`src/rtl/aes_wb_seq.sv`:
```
// Writes a 128-bit AES result into four consecutive register-file entries,
// yielding the write port to the pipeline writeback stage whenever it asks for it.
module aes_wb_seq (
    input  logic         in_clk,
    input  logic         in_rst,
    input  logic         in_aes_done,
    input  logic [127:0] in_aes_result,
    input  logic [4:0]   in_base_addr,
    input  logic         in_wb_regWrite,
    input  logic [4:0]   in_wb_rd_addr,
    input  logic [31:0]  in_wb_data,
    output logic         out_regWrite,
    output logic [4:0]   out_w_rd_addr,
    output logic [31:0]  out_write_data,
    output logic         out_busy,
    output logic         out_done,
    output logic         out_overrun
);

    typedef enum logic [1:0] {IDLE, WRITE, DONE} state_t;

    state_t       state, state_nxt;
    logic [1:0]   cnt, cnt_nxt;
    logic [127:0] blk_buf;
    logic [4:0]   base_addr;
    logic         overrun;
    logic         capture;
    logic [4:0]   seq_addr;
    logic [31:0]  seq_word;

    // Word 0 is the most significant 32 bits of the block.
    function automatic logic [31:0] pick_word(input logic [127:0] blk, input logic [1:0] k);
        logic [31:0] w;
        case (k)
            2'd0:    w = blk[127:96];
            2'd1:    w = blk[95:64];
            2'd2:    w = blk[63:32];
            default: w = blk[31:0];
        endcase
        return w;
    endfunction

    // 5-bit sum wraps naturally past register 31.
    assign seq_addr = base_addr + {3'b000, cnt};
    assign seq_word = pick_word(blk_buf, cnt);

    always_comb begin
        state_nxt      = state;
        cnt_nxt        = cnt;
        capture        = 1'b0;
        out_regWrite   = 1'b0;
        out_w_rd_addr  = 5'd0;
        out_write_data = 32'd0;
        case (state)
            IDLE: begin
                if (in_aes_done) begin
                    state_nxt = WRITE;
                    cnt_nxt   = 2'd0;
                    capture   = 1'b1;
                end
            end
            WRITE: begin
                if (!in_wb_regWrite) begin
                    // A word aimed at $0 still consumes its slot but is not written.
                    out_regWrite   = (seq_addr != 5'd0);
                    out_w_rd_addr  = seq_addr;
                    out_write_data = seq_word;
                    cnt_nxt        = cnt + 2'd1;
                    if (cnt == 2'd3) begin
                        state_nxt = DONE;
                    end
                end
            end
            DONE:    state_nxt = IDLE;
            default: state_nxt = IDLE;
        endcase
        if (in_wb_regWrite) begin
            out_regWrite   = 1'b1;
            out_w_rd_addr  = in_wb_rd_addr;
            out_write_data = in_wb_data;
        end
    end

    assign out_busy    = (state == WRITE) || (state == DONE);
    assign out_done    = (state == DONE);
    assign out_overrun = overrun;

    always_ff @(posedge in_clk) begin
        if (in_rst) begin
            state     <= IDLE;
            cnt       <= 2'd0;
            blk_buf   <= 128'd0;
            base_addr <= 5'd0;
            overrun   <= 1'b0;
        end else begin
            state <= state_nxt;
            cnt   <= cnt_nxt;
            if (capture) begin
                blk_buf   <= in_aes_result;
                base_addr <= in_base_addr;
            end
            if (in_aes_done && (state != IDLE)) begin
                overrun <= 1'b1;
            end
        end
    end

endmodule

```
`config.mk`:
```
export PLATFORM = sky130hd
export DESIGN_NAME = aes_wb_seq
export DESIGN_NICKNAME = d
export VERILOG_FILES = /design/src/rtl/aes_wb_seq.sv
export SDC_FILE = /design/constraint.sdc
export NUM_CORES = 1
export LEC_CHECK = 0
export ABC_AREA = 1
export BUFFER_PORTS_ARGS = -buffer_cell sky130_fd_sc_hd__buf_4
export CAP_MARGIN = 20
export CORE_ASPECT_RATIO = 1.1
export CORE_MARGIN = 1
export CORE_UTILIZATION = 55
export CTS_CLUSTER_SIZE = 12
export DETAILED_ROUTE_END_ITERATION = 12
export PLACE_DENSITY = 0.83
export SKIP_LAST_GASP = 1
export SLEW_MARGIN = 20
export SYNTH_ARGS = -nofsm -noshare
export SYNTH_HDL_FRONTEND = slang
export SYNTH_SLANG_ARGS = --single-unit
export TNS_END_PERCENT = 50
```
`constraint.sdc`:
```
create_clock -name in_clk -period 5.2 [get_ports in_clk]
set_clock_uncertainty 0.1 [all_clocks]
set_input_delay 1.04 -clock in_clk [delete_from_list [all_inputs] [get_ports in_clk]]
set_output_delay 1.04 -clock in_clk [all_outputs]
set_load 0.02 [all_outputs]
```
## Word-level counts from Yosys, hierarchy flattened

Index checks and enable logic that the tools add are counted.
W data, S select, Z words.

- Add/subtract/negate cells: 2
- Equal/unequal tests: 8
- Mux-type cells: 16
- Reduce and logical (&&, ||, !) cells: 9

Operators with widths:

| operator | number |
|---|---|
| $pmux W32 S3 | 1 |
| $mux W32 | 2 |
| $mux W2 | 5 |
| $mux W5 | 2 |
| $pmux W2 S2 | 2 |
| $eq A2 B2 Y1 const B | 3 |
| $ne A2 B2 Y1 const B | 3 |
| $reduce_and A3 Y1 | 2 |
| $add A5 B2 Y5 | 1 |
| $reduce_bool A5 Y1 | 1 |
| $eq A2 B1 Y1 const B | 2 |
| $logic_not A2 Y1 | 2 |
| $mux W1 | 4 |
| $reduce_bool A2 Y1 | 2 |
| $add A2 B1 Y2 const B | 1 |
| $logic_and A1 B1 Y1 | 1 |
| $logic_or A1 B1 Y1 | 1 |

- Register bits after elaboration: 138
- Output and inout bits: 41
- Logic and storage cells: 40

## Logic depth before layout (Yosys ltp)

Gate-level depths: netlist of run 1.

- Word-level depth: 4
- Depth in mapped cells: 9
- Gate-level depth less buffers: 9

## Least setup slack after synthesis of run 1

Ideal clock, no wire load.

- Path type: in2out
- Start: input in_wb_regWrite
- End: output out_w_rd_addr[3]
- Data arrival time: 1952 ps
- Data required time: 4060 ps
- Setup slack: 2108 ps
- Stages on the path: 4
- Path buffers: 1
- Cell sequence: inv_1 nand2_2 buf_2 o21ai_0

- Longest elaborated chain between the ends: 1

RTL lines:

| element | line | source |
|---|---|---|
| start, declared | 9 | `input logic in_wb_regWrite,` |
| $mux W5 | 77 | `if (in_wb_regWrite) begin` |
| end, declared | 13 | `output logic [4:0] out_w_rd_addr,` |

Every way passes these cells.

## Worst setup path after layout of run 1

- Start: input in_wb_regWrite
- End: output out_write_data[4]

- Longest elaborated chain between the ends: 1

RTL lines:

| element | line | source |
|---|---|---|
| $mux W32 | 77 |  |
| end, declared | 14 | `output logic [31:0] out_write_data,` |

Every way passes these cells.

==> results.txt, run 1 <==
The run finished with clean final reports. The antenna diode instance count is 0. The final period utilization came out at 0.7493.

In this run the mean area of a mapped cell was 6.819 µm². In the post-synthesis netlist, the biggest area contributors are dfxtp_1 43%, nor2_1 19%, o21ai_0 12%. The total routing resource utilization after global routing came out at 0.2967. The die covers 12,010 µm². The post-synthesis sequential element count came out at 138.

The number of buffers added to fix hold violations after cts came out at 0. Of the total power, the share spent switching nets is 0.2766. The violation count after the first detailed-routing iteration is 379. The initialized floorplan defines 40 standard-cell rows. The vertical die dimension came out at 114.9 µm. The source-to-sink clock delay at the later pin of the worst-skew pair is 0.41 ns. The total power is 3.177 mW. The worst hold endpoint is blk_buf[125]. The first global-routing pass estimated 28,500 µm of wire. The sequential share of power came out at 0.397. The boundary pin count is 215. The count of endpoints failing hold in the final timing report is 0. The TritonCTS sink count is 138. The number of cells on the worst reg-to-reg path is 7.

The net switching power figure is 878.8 µW. The number of cells traversed by the worst hold path came out at 2. The placed cell count is 1,238. The post-CTS resize count is 0.

The data required time at the worst endpoint came out at 4.06 ns. After floorplanning, the core was sized to cover 11,110 µm². Measured on the finished design, the core utilization comes to 0.7669. Along the worst path, the maximum fanout reaches 38. The number of global-route vias before repair is 6,191.

The worst setup slack for register-to-register paths came out at 2.65 ns. The post-route DRC violation count is 0. The post-synthesis instance area came out at 6369 µm². In this run the number of H-tree levels came out at 4. The fill cell instance count of the final layout is 896. In this run the critical register-to-register path is captured at blk_buf[71]. The worst endpoint data arrival time came out at 2.76 ns.

Yosys printed 0 warnings. The clock group share of total power is 0.416. The average via count per standard cell is 5.250. The internal power is 2.298 mW. The detailed-router iteration count before antenna repair came out at 5.

The worst IR drop on VDD is 211.8 µV. From synthesis to final layout, the design area changed by 33.79%. The number of buffer cells added on primary ports came out at 214. Clock tree synthesis inserted a total of 17 buffers. The slew at the pin closest to its max-slew limit came out at 0.9908 ns. The worst max-slew margin expressed relative to the limit is 0.3395. The post-placement worst setup slack came out at 1.300 ns.

The final number of max-transition violations came out at 0. The post-synthesis net count is 1,119. After legalization and detailed placement, the total HPWL measured 11,430 µm. The share of final-layout standard cells stronger than drive strength 1 is 0.2297.

The final count of negative-setup-slack endpoints came out at 0. The cell area after placement is 7873 µm². The root cell of the clock tree is clkbuf_16.

The smallest setup slack after layout is 1.304 ns. Setup repair after global routing left no endpoint under its margin. The time the final worst path needs with I/O delays and setup is 3.896 ns. TritonCTS built the clock tree. Leaving out fill and tap cells, the most frequent cells in the layout are 330 x nor2_1, 222 x buf_4, 157 x nand2_1.

In this run the most critical hold path is launched from blk_buf[125]. The routed design has 17,750 µm of wire. The initial antenna violation count was 0. The number of max-cap violations is 0.

The clock-pin slew on the worst setup and hold paths came out at 0.05 ns. The worst register-to-register path begins at state[1]. The number of setup buffers added after CTS is 0. The accumulated negative setup slack is 0 ns. Excluding fillers, the count of instances in the completed layout stands at 1,270. After detailed routing, the average wire length per cell comes to 13.98 µm. The global route total overflow is 0. In the synthesized netlist, the number of instances is 934. The pin count of the biggest net entering global routing came out at 99. The power share of the combinational group came out at 0.186. The number of nets in the layout is 1,295. The tightest min-delay check is of the reg2reg type. The initial utilization of the core area, before any placement, comes to 0.5732. For this run, the register share of the synthesized area comes to 0.4338. dfxtp_1 takes more of the synthesized area than any other cell. The nature of the critical path endpoint is an output pin. The area share of the leading cell type in the synthesized netlist came out at 0.4338. The residual antenna-violating net count after detailed routing came out at 0. The maximum clock path buffer count is 2. Timing would allow up to 256.7 MHz.

The critical path start-end classification is in2out. STA classifies the critical path startpoint as an input pin. The commonest non-fill, non-tap cell in the layout is nor2_1.

The count of distinct cell types in the synthesized netlist is 19. The static leakage power came out at 4.255 nW. The power density over the cells came out at 372.9 nW/µm². The via count of the routed design is 6,667.

Hold timing on the final database bottoms out at a slack of 0.3796 ns. The final standard cell area without fillers is 8521 µm². The weighted congestion at the end of routability-driven global placement came out at 0.8483. The horizontal die dimension came out at 104.6 µm.
[worst max-delay path by stage]
| stage | cells past startpoint | start | slack (ns) | to |
|---|---|---|---|---|
| final | 7 | in_wb_regWrite | 1.30 | out_write_data[4] |
| after global routing | 7 | in_wb_regWrite | 1.11 | out_write_data[20] |
| after CTS | 7 | in_wb_regWrite | 1.30 | out_write_data[4] |
| after detailed placement | 7 | in_wb_regWrite | 1.30 | out_write_data[4] |
| after global placement | 7 | in_wb_regWrite | 1.36 | out_write_data[4] |
| after floorplan | 4 | in_wb_regWrite | 2.11 | out_w_rd_addr[3] |
[state kept, by name (all words and copies together) (netlist names)]
signal,flops
blk_buf,128
cnt,2
out_overrun,1
state,2
base_addr,5
[power by group through the flow]
stage               clock, mW  combinational [mW]  sequential, mW
floorplan                   0               0.403            1.27
global placement            0               0.577            1.28
detailed placement          0               0.589            1.28
CTS                      1.33               0.593            1.26
global route             1.38               0.671            1.28
finish                   1.32               0.592            1.26
[cell usage after synthesis]
library cell  count
o21ai_0         152
a21oi_1           7
buf_4             1
buf_2            31
a22o_1           32
inv_2             3
nand4_1           3
nand2_2           2
dfxtp_1         138
inv_1            10
clkbuf_1         24
nand3_1           7
ha_1             10
o21ai_1          16
fa_1              1
nor2_1          330
nand2_1         157
nand3b_1          1
buf_6             9
[worst max-delay path: stages]
cell and delay, ns:
buf_4 0.38, inv_1 0.22, nand2_2 0.61, nor2_1 0.10, o21ai_0 0.13, nand2_1 0.08
buf_4 0.16
[routing by layer]
| layer | part of all wire | track usage |
|---|---|---|
| met4 | 0.028 | 0.1371 |
| met2 | 0.49 | 0.5183 |
| met5 | 0 | 0 |
| met1 | 0.41 | 0.3442 |
| met3 | 0.075 | 0.07483 |
[kinds of logic after synthesis]
family / count (synthesis) / synth area share
simple gates: 500 / 0.2986
flops: 138 / 0.4338
buf+inv: 78 / 0.06326
compound gates: 207 / 0.1815
fa+ha+maj: 11 / 0.02279
[final cells by class]
class | count | area [µm²] | share of cell area
Sequential cell | 138 | 2763 | 0.3242
Tap cell | 147 | 183.9 | 0.02159
Clock inverter | 14 | 219.0 | 0.02570
Clock buffer | 18 | 429.2 | 0.05037
Inverter | 13 | 51.30 | 0.006021
Timing Repair Buffer | 222 | 1667 | 0.1956
Multi-Input combinational cell | 718 | 3208 | 0.3765
Power figures use the tool's default switching activity.
==> run 2: changes to the inputs <==
- CORE_UTILIZATION: 55 -> 46
- PLACE_DENSITY: 0.83 -> 0.74
- clock period: 5.2 -> 3.4 ns (I/O delays scaled with it)
==> results.txt, run 2 (same netlist as run 1, synthesis figures left out) <==
The run finished with clean final reports. Along the worst path, the maximum fanout reaches 23. Leaving out fill and tap cells, the most frequent cell in the layout is nor2_1. The maximum clock path buffer count is 2. Dividing the final minimum period by the clock period gives 0.9442. The TritonCTS sink count came out at 138. After layout, the worst setup slack is 0.1899 ns.

The detailed route wirelength on metal3 came out at 1222 µm. The flip-flop count of the largest register after layout is 128. The root cell of the clock tree is clkbuf_16. The worst setup slack for register-to-register paths came out at 1.11 ns. The horizontal die dimension came out at 114.2 µm. The register with the most flip-flops in the final layout is blk_buf. Cell internal power was estimated by the tool at 3.278 mW. The share of final-layout standard cells stronger than drive strength 1 came out at 0.2316. The count of endpoints failing hold in the final timing report came out at 0. The via count of the routed design came out at 6,571.

The number of buffer cells added on primary ports came out at 214. The final count of negative-setup-slack endpoints came out at 0. The switching fraction of total power is 0.2878.

Counting the buffers created by CTS gives 17. For the final routed database, the setup TNS stands at 0 ns. For this design the total switching power over the nets is 1.325 mW.

The time the final worst path needs with I/O delays and setup came out at 3.210 ns. The number of max-cap violations is 0. In the routed layout, each cell is associated on average with a via count of 5.012. The pre-antenna-repair detailed-routing pass consisted of 5 iterations. The H-tree generated during clock tree synthesis spans 4 levels.

After legalization and detailed placement, the total HPWL measured 11,890 µm. The number of buffers added to fix hold violations after cts is 0. The worst stage delay on the critical path is 0.48 ns.

The total wire length is 17,930 µm. The data required time at the worst endpoint came out at 2.62 ns. The worst setup path is launched from a flip-flop.

The CTS tree is done. In the layout the commonest cells are 330 x nor2_1, 224 x buf_4, 157 x nand2_1. Traced cell by cell, the critical path runs through inv_1 -> ha_1 -> buf_4 -> a22o_1 -> o21ai_0 -> nand2_1 -> buf_4. The static leakage power is 4.240 nW. The number of antenna diodes in the final layout is 0. The synthesis-to-layout area growth is 34.11%. Once the clock tree was built, the setup fixing pass inserted 0 buffers. The die covers 14,320 µm². The initial antenna violation count came to 0. At the later pin of the worst-skew pair, clock insertion delay measures 0.41 ns. The cell area after placement came out at 7974 µm².

The worst endpoint data arrival time is 2.43 ns. The average detailed-routed wire length per instance came out at 13.68 µm. The number of nets in the layout came out at 1,299. The vertical die dimension is 125.4 µm. The slew at the pin closest to its max-slew limit came out at 0.7639 ns. The region available for standard cell placement spans 13,380 µm². Dividing total power by cell area gives a power density of 539.0 nW/µm². The number of global-route vias before repair came to 6,090. The sequential share of power came out at 0.420.

The largest registers in the layout are blk_buf (128), base_addr (5). The final standard cell area without fillers came out at 8541 µm². On the critical path, the stage with the largest delay is an instance of dfxtp_1. The maximum frequency from static timing analysis came out at 311.5 MHz. Signal routing reaches up to met4.

Headroom to the max-slew limit came out at 0.4907. The clock-pin slew on the worst setup and hold paths is 0.06 ns. Counting stages on the worst path, the most repeated cell is buf_4. In this run, post-CTS repair resized a total of 0 instances. The post-route DRC violation count is 0.

The final number of max-transition violations is 0. Setup repair after global routing left no endpoint under its margin. The first global-routing pass estimated 29,150 µm of wire. The worst setup path is of the reg2out kind. The met2 wire length is 8532 µm. The violation count after the first detailed-routing iteration came out at 462.

The power share of the combinational group came out at 0.199. The post-placement worst setup slack is 0.6024 ns. Entering global routing, the biggest net connects 69 pins. The residual antenna-violating net count after detailed routing came out at 0. The initial core utilization is 0.4761. The weighted congestion at the end of routability-driven global placement came out at 0.8196.

The worst IR drop on VDD is 347.6 µV. The global route total overflow came out at 0. The total routing resource utilization after global routing is 0.2580.

The number of rows in the core area is 44. The share of total power dissipated in the clock network is 0.381. The min-delay analysis places its worst path in the category reg2reg. The detailed-route wire length on metal 1 is 7809 µm. The worst setup path is captured at an output pin. The boundary pin count is 215.
-- run 2: changes by cell type in the layout (fill, tap and decap cells not counted), sizes merged --
cell      previous run  this run
buf                222       226
bufinv               5         1
clkbuf              18        22
clkinv               5         4
clkinvlp             2         4
inv                 15        14
-- run 2: final timing paths --
| check | start | to | depth (start not counted) |
|---|---|---|---|
| worst max register to register | state[1] | blk_buf[115] | 7 |
| worst max-delay path | cnt[1] | out_write_data[30] | 7 |
| worst min-delay path | base_addr[4] | base_addr[4] | 2 |
| worst min register to register | base_addr[4] | base_addr[4] | 2 |
-- run 2: cell type report --
type	count	area [µm²]
flip-flops and latches	138	2763
multi-input cells	718	3208
fillers	1303	4837
repair buffers	226	1722
clock inverters	10	92.59
clock buffers	22	474.2
well taps	184	230.2
inverters	13	51.30
-- run 2: power by group through the flow --
stage	combinational (mW)	clock, mW	sequential [mW]
finish	0.916	1.76	1.93
global route	1.04	1.85	1.96
CTS	0.922	1.78	1.93
detailed placement	0.918	0	1.96
global placement	0.906	0	1.96
floorplan	0.616	0	1.94
-- run 2: routing by layer --
metal,GRT usage,vias up
li1,-,3372
met1,0.3255,2945
met2,0.4228,223
met3,0.06011,31
met4,0.1031,0
met5,0,-
-- run 2: critical path, delay by kind of cell (launching register included) --
kind,cells,cell delay (ns)
compound gates,2,0.48
flops,1,0.48
fa+ha+maj,1,0.38
simple gates,1,0.07
buf+inv,3,0.60
-- run 2: stage by stage --
| step | total power [mW] | hold WS, ns | util | std cells |
|---|---|---|---|---|
| after floorplan | 2.556 | 0.3429 | - | 934 |
| after global placement | 2.862 | 0.3519 | 0.5961 | 1279 |
| after detailed placement | 2.882 | 0.3639 | 0.5961 | 1279 |
| after CTS | 4.635 | 0.3529 | 0.6384 | 1311 |
| after global routing | 4.855 | 0.3580 | 0.6384 | 1311 |
| final | 4.603 | 0.3776 | 0.6384 | 1311 |
==> run 3: changes to the inputs <==
- ABC_AREA: 1 -> default
- CORE_UTILIZATION: 46 -> 45
- PLACE_DENSITY: 0.74 -> 0.73
==> results.txt, run 3 <==
The run finished with clean final reports. The source-to-sink clock delay at the later pin of the worst-skew pair came out at 0.41 ns. The critical path start-end classification is reg2out.

In the post-route analysis, the smallest setup slack over all paths is 0.2789 ns. The worst reg-to-reg path cell count is 6. In this design, the critical path's most frequently occurring cell is buf_4. Of the total synthesized cell area, the portion taken by XOR and XNOR cells is 0.002837. The initial core utilization is 0.4653.

The area share of the leading cell type in the synthesized netlist came out at 0.4475. The register with the most flip-flops in the final layout is blk_buf. Relative to the synthesized area, the layout overhead comes to 34.86%. Of the total synthesized cell area, the portion taken by AND, OR, NAND and NOR gates is 0.2047. For this run, the post-layout net count is 1,162. The critical path runs through a total of 7 cells.

The adder-cell share of the synthesized area came out at 0.02351. Synthesis produced 804 cells. The post-route DRC violation count came out at 0. In this run the horizontal extent of the chip is 113.7 µm. For this design, the slowest cell found on the critical path is dfxtp_1. The final period utilization came out at 0.9180.

For the final routed database, the setup TNS stands at 0 ns. The post-DP HPWL is 11,620 µm. Setup repair after global routing left no endpoint under its margin. The violation count after the first detailed-routing iteration came out at 548. In this run the critical register-to-register path is captured at blk_buf[41]. The compound-cell area share of the yosys netlist is 0.2519. Clock tree synthesis found a total of 138 sinks. The worst max-slew margin expressed relative to the limit came out at 0.5161. The final count of negative-setup-slack endpoints came out at 0. The average detailed-routed wire length per instance is 15.14 µm.

The number of nets handed over by synthesis was 989. The H-tree generated during clock tree synthesis spans 4 levels. The share of synthesized flip-flops with an asynchronous set or reset came out at 0. The post-synthesis instance area is 6173 µm². The portion of synthesized area spent on multiplexers is 0.

The number of warnings printed during yosys synthesis came out at 0. In this run, synthesis inferred 0 flip-flops with an integrated enable. The count of distinct cell types in the synthesized netlist is 38. The post-synthesis sequential element count is 138.

Across the run, the number of max-cap violations was 0. Each instance of the synthesized netlist takes up on average 7.678 µm². Counting along the longest clock path gives a buffer depth of 2.

The tightest min-delay check is of the reg2reg type. The maximum net fanout on the critical path is 20. The largest area contributor in the netlist is dfxtp_1. The placeable core region came out at 13,270 µm².

The data required time at the worst endpoint is 2.62 ns. The most common cell in the synthesized netlist is nand2_1. The boundary pin count came out at 215. The initial antenna violation count is 0. The post-placement worst setup slack is 0.6015 ns.

The power density over the cells came out at 536.3 nW/µm². In this run the clock root is driven by a clkbuf_16. The flip-flop count of the largest register after layout is 128. Sorting the synthesized cells by area gives the leading types as dfxtp_1 45%, nand2_1 18%, a21oi_1 11%. The slew at the pin closest to its max-slew limit came out at 0.7258 ns. The worst stage delay on the critical path is 0.50 ns. Leaving out fill and tap cells, the most frequent cell in the layout is nand2_1. The number of buffer cells added on primary ports came out at 214.

Dividing the detail-routed via count by the number of cells gives 5.286. The pin count of the biggest net entering global routing came out at 77. The largest registers in the layout are blk_buf (128), base_addr (5). The vertical die dimension came out at 124.8 µm. The worst-case hold slack is 0.3515 ns. The share of the Yosys chip area taken by registers is 0.4475. The time the final worst path needs with I/O delays and setup is 3.121 ns. Across all layers, the routed design uses 6,179 vias. Among all flip-flop cells after synthesis, the most frequent one is dfxtp_1. The final number of max-transition violations was 0. The share of final-layout standard cells stronger than drive strength 1 is 0.2609. The CTS tree is done. Sorting the synthesized cells by how often they occur yields 304 x nand2_1, 138 x dfxtp_1, 135 x a21oi_1.

After global routing the overflow that remains totals 0. VDD sags by at most 280.9 µV. The residual antenna-violating net count after detailed routing is 0. The first element of the critical path is cnt[1]. The worst register-to-register path has a setup slack of 1.20 ns.

STA classifies the critical path startpoint as a flip-flop. The number of global-route vias before repair is 5,818. The detailed-router iteration count before antenna repair is 7.

In this design, the largest share of critical-path delay is due to compound AO/OA/AOI/OAI gates. The total wire length is 17,700 µm. The critical path goes through inv_1 -> ha_1 -> buf_4 -> a222oi_1 -> o21ai_1 -> a22o_1 -> buf_4.

Counting both buffers and inverters, the worst setup path holds a total of 3. The first-pass GRT wire length came out at 28,230 µm. The library cells used most frequently in the layout, excluding fill and tap cells, are 304 x nand2_1, 221 x buf_4, 138 x dfxtp_1.

STA classifies the critical path endpoint as an output pin. The total routing resource utilization after global routing is 0.2521. At the end of routability-driven placement, the weighted congestion stood at 0.8005. The floorplan has 44 rows.

The count of endpoints failing hold in the final timing report is 0. The maximum frequency from static timing analysis came out at 320.4 MHz. Buffers added to address setup during post-CTS repair amount to 0.

The overall die area came out at 14,190 µm². The number of CTS-inserted buffers is 17. The static leakage power is 3.493 nW. The worst register-to-register path begins at state[0]. The worst endpoint data arrival time came out at 2.34 ns. After clock tree synthesis, the clock-pin slew on the worst setup and hold paths is 0.06 ns. The antenna diode instance count is 0.

Following the worst setup path forward leads to its endpoint at out_write_data[17]. The main combinational cell family by area after synthesis is compound AO/OA/AOI/OAI gates.
[run 3: through the flow]
stage	area (µm²)	cells	utilization	power, mW
finish	8325	1169	0.6275	4.465
global route	8325	1169	0.6275	4.675
CTS	8323	1169	0.6273	4.491
detailed placement	7781	1142	0.5865	2.785
global placement	7781	1142	0.5865	2.772
floorplan	6173	804	-	2.468
[run 3: worst min-delay path by stage]
stage,from,to,slack (ns),depth (start not counted)
final,blk_buf[101],blk_buf[101],0.35,2
after global routing,blk_buf[99],blk_buf[99],0.37,2
after CTS,blk_buf[101],blk_buf[101],0.35,2
after detailed placement,blk_buf[101],blk_buf[101],0.35,2
after global placement,blk_buf[101],blk_buf[101],0.34,2
after floorplan,blk_buf[120],blk_buf[120],0.34,2
[run 3: worst register-to-register path, stage by stage (launching register included)]
cell     delay [ns]
dfxtp_1        0.31
inv_1          0.10
ha_1           0.30
and2_4         0.59
buf_12         0.42
nand2_1        0.14
a21oi_1        0.16
[run 3: cells by family (layout without fill, tap and decap cells)]
logic type	Yosys count	after routing
AND/OR/NAND/NOR	325	325
XOR/XNOR	2	2
flip-flops	138	138
AO/OA/AOI/OAI	248	248
adder cells (fa/ha/maj)	11	11
buffers and inverters	80	261
[run 3: timing repair]
action,4_1_cts,5_1_grt
endpoints found under the setup margin,0,3
resized for setup,0,1
hold buffers,0,0
[run 3: layout make-up]
cell class | instances | area (µm²)
timing repair buffer | 226 | 1759
sequential | 138 | 2763
clock inverter | 3 | 40.04
tap | 184 | 230.2
fill | 1218 | 4942
multi-input combinational | 586 | 3002
clock buffer | 24 | 501.7
inverter | 8 | 30.03
[run 3: per-layer routing]
metal	vias up	global-route usage	part of all wire	routed length, µm
li1	3106	-	-	-
met1	2817	0.3112	0.42	7463
met2	231	0.4189	0.49	8645
met3	25	0.06326	0.073	1288
met4	0	0.09520	0.017	305
met5	-	0	0	0
[run 3: where the power goes]
| group | internal (mW) | total (mW) | switching, mW |
|---|---|---|---|
| clock | 1.08 | 1.71 | 0.634 |
| sequential | 1.78 | 1.87 | 0.0875 |
| combinational | 0.387 | 0.886 | 0.499 |
| total | 3.25 | 4.47 | 1.22 |
